<file path="config.mk">
export PLATFORM = sky130hd
export DESIGN_NAME = spi_led_ctrl_flat
export DESIGN_NICKNAME = d
export VERILOG_FILES = /design/src/rtl/spi_led_ctrl_pkg.sv /design/src/rtl/spi_led_ctrl_if.sv /design/src/rtl/spi_led_ctrl_sync_2ff.sv /design/src/rtl/spi_led_ctrl.sv /design/src/flat_wrapper.sv
export SDC_FILE = /design/constraint.sdc
export NUM_CORES = 1
export LEC_CHECK = 0
export CAP_MARGIN = 0
export CORE_ASPECT_RATIO = 0.6
export CORE_MARGIN = 2
export CORE_UTILIZATION = 61
export CTS_BUF_LIST = sky130_fd_sc_hd__clkbuf_16
export CTS_CLUSTER_DIAMETER = 80
export DETAILED_ROUTE_END_ITERATION = 7
export PLACE_DENSITY = 0.8
export SYNTH_ARGS = -nofsm -noshare
export SYNTH_HDL_FRONTEND = slang
export SYNTH_SLANG_ARGS = --single-unit
</file>
<file path="constraint.sdc">
create_clock -name clk -period 2.5 [get_ports clk]
set_input_delay 0.625 -clock clk [delete_from_list [all_inputs] [get_ports clk]]
set_output_delay 0.625 -clock clk [all_outputs]
set_load 0.01 [all_outputs]
</file>
<file path="src/rtl/spi_led_ctrl_pkg.sv">
// spi_led_pkg: shared constants for the SPI-driven LED PWM controller.
//   PWM_WIDTH : width of the PWM counter and brightness registers
//   OP_*      : command opcodes carried in data[7:6] of a command byte
//   state_e   : command decoder FSM encoding
package spi_led_pkg;

    localparam int PWM_WIDTH = 8;

    localparam logic [1:0] OP_NOP     = 2'b00;
    localparam logic [1:0] OP_WRITE   = 2'b01;
    localparam logic [1:0] OP_SET_ALL = 2'b10;
    localparam logic [1:0] OP_CLEAR   = 2'b11;

    typedef enum logic [1:0] {
        IDLE     = 2'd0,
        WR_DATA  = 2'd1,
        ALL_DATA = 2'd2
    } state_e;

endpackage

</file>
<file path="src/rtl/spi_led_ctrl_if.sv">
// spi_led_ctrl_if: byte-level link from an SPI receiver to the LED controller.
//   data     : received byte (asynchronous to the controller clock)
//   data_rdy : byte-valid level (asynchronous)
//   nsel     : SPI chip select, active low (asynchronous)
// master = SPI receiver side, slave = spi_led_ctrl side.
interface spi_led_ctrl_if #(
    parameter int DATAWIDTH = 8
);
    logic [DATAWIDTH-1:0] data;
    logic                 data_rdy;
    logic                 nsel;

    modport master (output data, data_rdy, nsel);
    modport slave  (input  data, data_rdy, nsel);
endinterface

</file>
<file path="src/rtl/spi_led_ctrl_sync_2ff.sv">
// sync_2ff: two-flop synchroniser for a single asynchronous bit.
//   clk, nreset : destination clock, async active-low reset
//   d           : asynchronous input
//   q           : synchronised output; both flops reset to RST_VAL
module sync_2ff #(
    parameter logic RST_VAL = 1'b0
) (
    input  logic clk,
    input  logic nreset,
    input  logic d,
    output logic q
);
    logic meta;

    always_ff @(posedge clk or negedge nreset) begin
        if (!nreset) begin
            meta <= RST_VAL;
            q    <= RST_VAL;
        end else begin
            meta <= d;
            q    <= meta;
        end
    end
endmodule

</file>
<file path="src/rtl/spi_led_ctrl.sv">
// spi_led_ctrl: decodes command bytes from an SPI receiver and drives
// NUM_LEDS PWM outputs from per-channel 8-bit brightness registers.
//   clk, nreset : system clock, async active-low reset
//   spi         : slave side of spi_led_ctrl_if (data, data_rdy, nsel)
//   led         : registered PWM outputs, led[i] = (pwm_cnt < bright[i])
//   cmd_err     : one-clk pulse when a WRITE targets a non-existent LED
// Commands: op=data[7:6], addr=data[2:0]. WRITE and SET_ALL take one data
// byte; NOP and CLEAR are single-byte. Deasserting nsel drops any partial
// command.
module spi_led_ctrl
    import spi_led_pkg::*;
#(
    parameter int DATAWIDTH = 8,
    parameter int NUM_LEDS  = 8
) (
    input  logic                clk,
    input  logic                nreset,
    spi_led_ctrl_if.slave       spi,
    output logic [NUM_LEDS-1:0] led,
    output logic                cmd_err
);

    logic                 rdy_s, nsel_s;
    logic                 rdy_q;
    logic [1:0]           settle_cnt;
    logic                 settled;
    logic                 byte_valid;
    logic [DATAWIDTH-1:0] rx_byte;
    logic [1:0]           op;
    logic [2:0]           addr;
    logic [2:0]           addr_q;
    logic                 addr_ok;
    state_e               state_q, state_d;
    logic                 addr_ld, wr_one, wr_all, clr_all, err_d;
    logic [PWM_WIDTH-1:0] pwm_cnt;
    logic [NUM_LEDS-1:0][PWM_WIDTH-1:0] bright;

    sync_2ff #(.RST_VAL(1'b0)) u_sync_rdy (
        .clk(clk), .nreset(nreset), .d(spi.data_rdy), .q(rdy_s)
    );
    sync_2ff #(.RST_VAL(1'b1)) u_sync_nsel (
        .clk(clk), .nreset(nreset), .d(spi.nsel), .q(nsel_s)
    );

    // The synchroniser output only reflects the pin two edges after reset
    // release. Until then the edge detector holds its history at 1, so a
    // data_rdy level already high across reset never looks like a new edge.
    assign settled = (settle_cnt == 2'd2);

    always_ff @(posedge clk or negedge nreset) begin
        if (!nreset) begin
            settle_cnt <= 2'd0;
            rdy_q      <= 1'b1;
        end else begin
            if (!settled)
                settle_cnt <= settle_cnt + 2'd1;
            rdy_q <= settled ? rdy_s : 1'b1;
        end
    end

    assign byte_valid = settled & rdy_s & ~rdy_q;

    // data is held stable by the source for several clks after data_rdy,
    // so it is safe to read directly in the byte_valid cycle.
    assign rx_byte = spi.data;
    assign op      = rx_byte[7:6];
    assign addr    = rx_byte[2:0];
    assign addr_ok = (int'(addr_q) < NUM_LEDS);

    always_ff @(posedge clk or negedge nreset) begin
        if (!nreset) begin
            state_q <= IDLE;
            addr_q  <= 3'd0;
        end else begin
            state_q <= state_d;
            if (addr_ld)
                addr_q <= addr;
        end
    end

    always_comb begin
        state_d = state_q;
        addr_ld = 1'b0;
        wr_one  = 1'b0;
        wr_all  = 1'b0;
        clr_all = 1'b0;
        err_d   = 1'b0;
        // Deselect overrides everything, including a byte arriving this cycle.
        if (nsel_s) begin
            state_d = IDLE;
        end else if (byte_valid) begin
            case (state_q)
                IDLE: begin
                    case (op)
                        OP_WRITE: begin
                            addr_ld = 1'b1;
                            state_d = WR_DATA;
                        end
                        OP_SET_ALL: state_d = ALL_DATA;
                        OP_CLEAR:   clr_all = 1'b1;
                        default:    state_d = IDLE;
                    endcase
                end
                WR_DATA: begin
                    if (addr_ok)
                        wr_one = 1'b1;
                    else
                        err_d = 1'b1;
                    state_d = IDLE;
                end
                ALL_DATA: begin
                    wr_all  = 1'b1;
                    state_d = IDLE;
                end
                default: state_d = IDLE;
            endcase
        end
    end

    always_ff @(posedge clk or negedge nreset) begin
        if (!nreset) begin
            bright  <= '0;
            cmd_err <= 1'b0;
        end else begin
            cmd_err <= err_d;
            for (int i = 0; i < NUM_LEDS; i++) begin
                if (clr_all)
                    bright[i] <= '0;
                else if (wr_all || (wr_one && int'(addr_q) == i))
                    bright[i] <= rx_byte[PWM_WIDTH-1:0];
            end
        end
    end

    // Free-running PWM; new brightness applies mid-period.
    always_ff @(posedge clk or negedge nreset) begin
        if (!nreset) begin
            pwm_cnt <= '0;
            led     <= '0;
        end else begin
            pwm_cnt <= pwm_cnt + 1'b1;
            for (int i = 0; i < NUM_LEDS; i++)
                led[i] <= (pwm_cnt < bright[i]);
        end
    end

endmodule

</file>
<file path="src/flat_wrapper.sv">
// flat-port wrapper written by rule: the top's interface ports become plain ports
module spi_led_ctrl_flat import spi_led_pkg::*;
#(
    parameter int DATAWIDTH = 8,
    parameter int NUM_LEDS  = 8
)
  (clk, nreset, led, cmd_err, spi_data, spi_data_rdy, spi_nsel);
  spi_led_ctrl_if #(.DATAWIDTH(DATAWIDTH)) spi_i ();
  input  logic clk;
  input  logic nreset;
  output logic [NUM_LEDS-1:0] led;
  output logic cmd_err;
  input wire logic [$bits(spi_i.data)-1:0] spi_data;
  input wire logic [$bits(spi_i.data_rdy)-1:0] spi_data_rdy;
  input wire logic [$bits(spi_i.nsel)-1:0] spi_nsel;
  assign spi_i.data = spi_data;
  assign spi_i.data_rdy = spi_data_rdy;
  assign spi_i.nsel = spi_nsel;
  spi_led_ctrl #(.DATAWIDTH(DATAWIDTH), .NUM_LEDS(NUM_LEDS)) u_core (.clk(clk), .nreset(nreset), .spi(spi_i), .led(led), .cmd_err(cmd_err));
endmodule
</file>
==> flow_summary.yaml <==
outcome:
  status: "finished clean"
final_layout:
  finish.utilization: 0.716
  final_area_sq_mm: 0.00564
  nNetsFinal: 516
  syn2layout_area_growth_pct: 13.4
  drive_gt1_frac: 0.226
  stdcell_count: 559
  num_antenna_cells: 0
routing:
  first_pass_iters: 4
  route.detailed.drc: 0
  via_count: 3165
  drt_wl_total_um: 10000
  ant_nets: 0
  drt_iter0_markers: 202
  wl_per_cell_um: 17.9
  viasPerCell: 5.66
die:
  start_util: 0.631
  core_area_sq_mm: 0.00788
  io_pins: 21
  std_cell_rows: 25
  die_y_um: 74.0
  die_w_um: 121
  die_area_sq_mm: 0.00892
global_route:
  grt_antenna_before_repair: 0
  grt_pass1_vias: 3315
  grt-ovfl-total: 0
  grt_max_degree: 32
  grt_pass1_wl_um: 16900
  track_usage: 0.258
timing:
  drv_slew: 0
  fin_ws_ns: 0.190
  hold_violations: 0
  fin_tns_setup_ns: 0
  finalCritPeriodShare: 0.924
  worst_slew_pin_slew_ns: 1.10
  slew_headroom: 0.266
  finalCriticalPeriod_ns: 2.31
  setup-violations-final: 0
  fmax_ghz: 0.433
  skew_ns: 0.00854
  rsz0062_at_grt: "false"
clocking:
  insertion_delay_ns: 0.34
  postCtsHoldBufs: 0
  cts_resized: 0
  cts_tree: "done"
  h-tree-depth: 3
  numCtsBuffers: 9
  root_buffer: "clkbuf_16"
  clock-sinks: 92
  clk_pin_slew_ns: 0.06
  post_cts_buffers: 0
  clock_tree.buffer_depth: 2
place:
  gp_congestion: 0.799
  place_worst_setup_slack_ns: -0.0305
  dp.final_hpwl_um: 7110
  port_buffers: 19
  dpl.cell_count: 543
  dpl_cell_area_sq_mm: 0.00539
power:
  ir_worst_vdd_mv: 0.510
  power_density_mw_per_mm2: 763
  p_leak_nw: 2.87
worst_setup_path:
  crit_arrival_ns: 2.53
  critPathTopFamily: "simple AND/OR/NAND/NOR gates"
  crit_type: "reg2reg"
  r2r-end: "u_core.bright[28]$_DFFE_PN0P_"
  cp-start-kind: "flip-flop"
  max_stage_delay_ns: 0.60
  rrSetupSlack_ns: 0.19
  crit_path_end_kind: "flip-flop"
  path_cells: "inv_1 -> ha_1 -> nand4bb_1 -> or4b_4 -> o31a_2 -> mux2_4"
  path_buf_inv: 1
  path_max_fanout: 8
  cp_slowest_cell: "or4b_4"
  worstReg2RegStart: "u_core.settle_cnt[0]$_DFFE_PN0P_"
  required_ns: 2.72
  reg2reg_depth: 6
synth:
  post_synth.cell_area_avg_sq_um: 12.0
  syn-instance-count: 416
  syn-num-nets: 486
  syn_area_sq_mm: 0.00497
  ys_ff_latch: 92
  synth_cell_types: 36
  yosysSeqAreaShare: 0.464
  synth_warnings: 0
job:
  drv_cap: 0
min_path:
  hp-class: "in2async"
## per-stage QoR
stage               power [mW]  hold WS, ns
floorplan                 2.77        0.329
detailed placement        3.14        0.349
global placement          3.05        0.338
CTS                       4.34        0.174
global route              4.59        0.187
finish                    4.30        0.172
## sequential cells by signal, indices dropped and copies added (netlist names), 2 cells and up
register	count
u_core.settle_cnt	2
u_core.addr_q	3
u_core.bright	64
u_core.pwm_cnt	8
u_core.led	8
u_core.state_q	2
## routing by layer
metal | GRT usage | up-vias | routed length [um]
met5 | 0 | - | 0
met4 | 0.0762 | 0 | 152
met3 | 0.0721 | 13 | 562
met2 | 0.439 | 60 | 4800
met1 | 0.329 | 1583 | 4510
li1 | - | 1509 | -
## area by class of cell
cell class,instances,area [sq um]
Clock inverter,7,27.5
Multi-Input combinational cell,249,2380
Clock buffer,9,225
Sequential cell,92,2310
Timing Repair Buffer,33,343
Tap cell,108,135
Inverter,61,229
Fill cell,568,2240
## logic make-up (layout without fill, tap and decap cells)
kind of cell / Yosys count / in the layout / share of synthesized area
other: 1 / 1 / 0.000754
AO/OA/AOI/OAI: 61 / 61 / 0.0943
buffers and inverters: 75 / 110 / 0.0596
AND/OR/NAND/NOR: 55 / 55 / 0.0659
flip-flops: 92 / 92 / 0.464
multiplexers: 67 / 67 / 0.158
adder cells (fa/ha/maj): 58 / 58 / 0.146
XOR/XNOR: 7 / 7 / 0.0123
## worst max path at each step
stage	startpoint	end	slack (ns)	cells past startpoint
6_report	u_core.settle_cnt[0]$_DFFE_PN0P_	u_core.bright[28]$_DFFE_PN0P_	0.19	6
4_1_cts	u_core.settle_cnt[0]$_DFFE_PN0P_	u_core.bright[28]$_DFFE_PN0P_	0.02	6
3_3_place_gp	spi_data[6]	u_core.bright[23]$_DFFE_PN0P_	0.07	6
3_5_place_dp	spi_data[6]	u_core.bright[15]$_DFFE_PN0P_	-0.03	6
2_1_floorplan	u_core.settle_cnt[0]$_DFFE_PN0P_	u_core.bright[10]$_DFFE_PN0P_	0.24	7
5_1_grt	u_core.settle_cnt[0]$_DFFE_PN0P_	u_core.bright[46]$_DFFE_PN0P_	0.03	6
## cell usage in the layout (no fill, tap or decap)
cell type / Yosys / final
a21o_1: 16 / 16
mux2_1: 3 / 3
nand3b_1: 1 / 1
and4b_1: 1 / 1
nand3_1: 5 / 5
and4bb_2: 1 / 1
or3_1: 1 / 1
dfstp_2: 3 / 3
mux2_4: 8 / 8
o31a_2: 0 / 1
nand2b_1: 9 / 9
nand2_1: 10 / 10
clkdlybuf4s50_1: 0 / 18
a21oi_1: 11 / 11
and3_1: 10 / 10
buf_12: 0 / 4
nor4bb_1: 1 / 1
xnor2_1: 5 / 5
nor3_1: 1 / 1
conb_1: 1 / 1
or4b_4: 0 / 1
xor2_1: 2 / 2
clkinv_2: 0 / 1
ha_1: 58 / 58
nand4bb_1: 1 / 1
dfrtp_1: 89 / 89
inv_1: 61 / 63
o31ai_4: 3 / 3
mux2_2: 56 / 56
clkinv_1: 0 / 4
nor3b_1: 2 / 2
and2_1: 7 / 7
a31oi_2: 4 / 4
a221oi_1: 8 / 8
o21ai_0: 9 / 9
nor2_1: 4 / 4
a31oi_1: 9 / 9
clkbuf_16: 0 / 9
buf_4: 2 / 11
## cell usage after synthesis
cell type | count | area, sq um
nor4bb_1 | 1 | 10.0
nor2_1 | 4 | 15.0
nand4bb_1 | 1 | 11.3
a31oi_1 | 9 | 56.3
nor3_1 | 1 | 5.00
dfrtp_1 | 89 | 2230
or3_1 | 1 | 6.26
nor3b_1 | 2 | 15.0
o31ai_4 | 3 | 63.8
a221oi_1 | 8 | 70.1
nand3b_1 | 1 | 7.51
or4b_1 | 1 | 10.0
and4b_1 | 1 | 10.0
mux2_1 | 3 | 33.8
xor2_1 | 2 | 17.5
o31a_1 | 1 | 8.76
and3_1 | 10 | 62.6
and2_1 | 7 | 43.8
inv_1 | 61 | 229
ha_1 | 58 | 726
buf_4 | 2 | 15.0
buf_6 | 1 | 11.3
mux2_4 | 8 | 120
mux2_2 | 56 | 631
a21o_1 | 16 | 120
and4bb_2 | 1 | 12.5
a21oi_1 | 11 | 55.1
conb_1 | 1 | 3.75
clkbuf_1 | 11 | 41.3
o21ai_0 | 9 | 45.0
nand2_1 | 10 | 37.5
dfstp_2 | 3 | 78.8
a31oi_2 | 4 | 50.1
nand3_1 | 5 | 25.0
nand2b_1 | 9 | 56.3
xnor2_1 | 5 | 43.8
## power breakdown
part           switching, mW  internal [mW]
combinational          0.483          0.599
sequential             0.195           1.84
clock                  0.538          0.651
(Power assumes the default switching activity.)
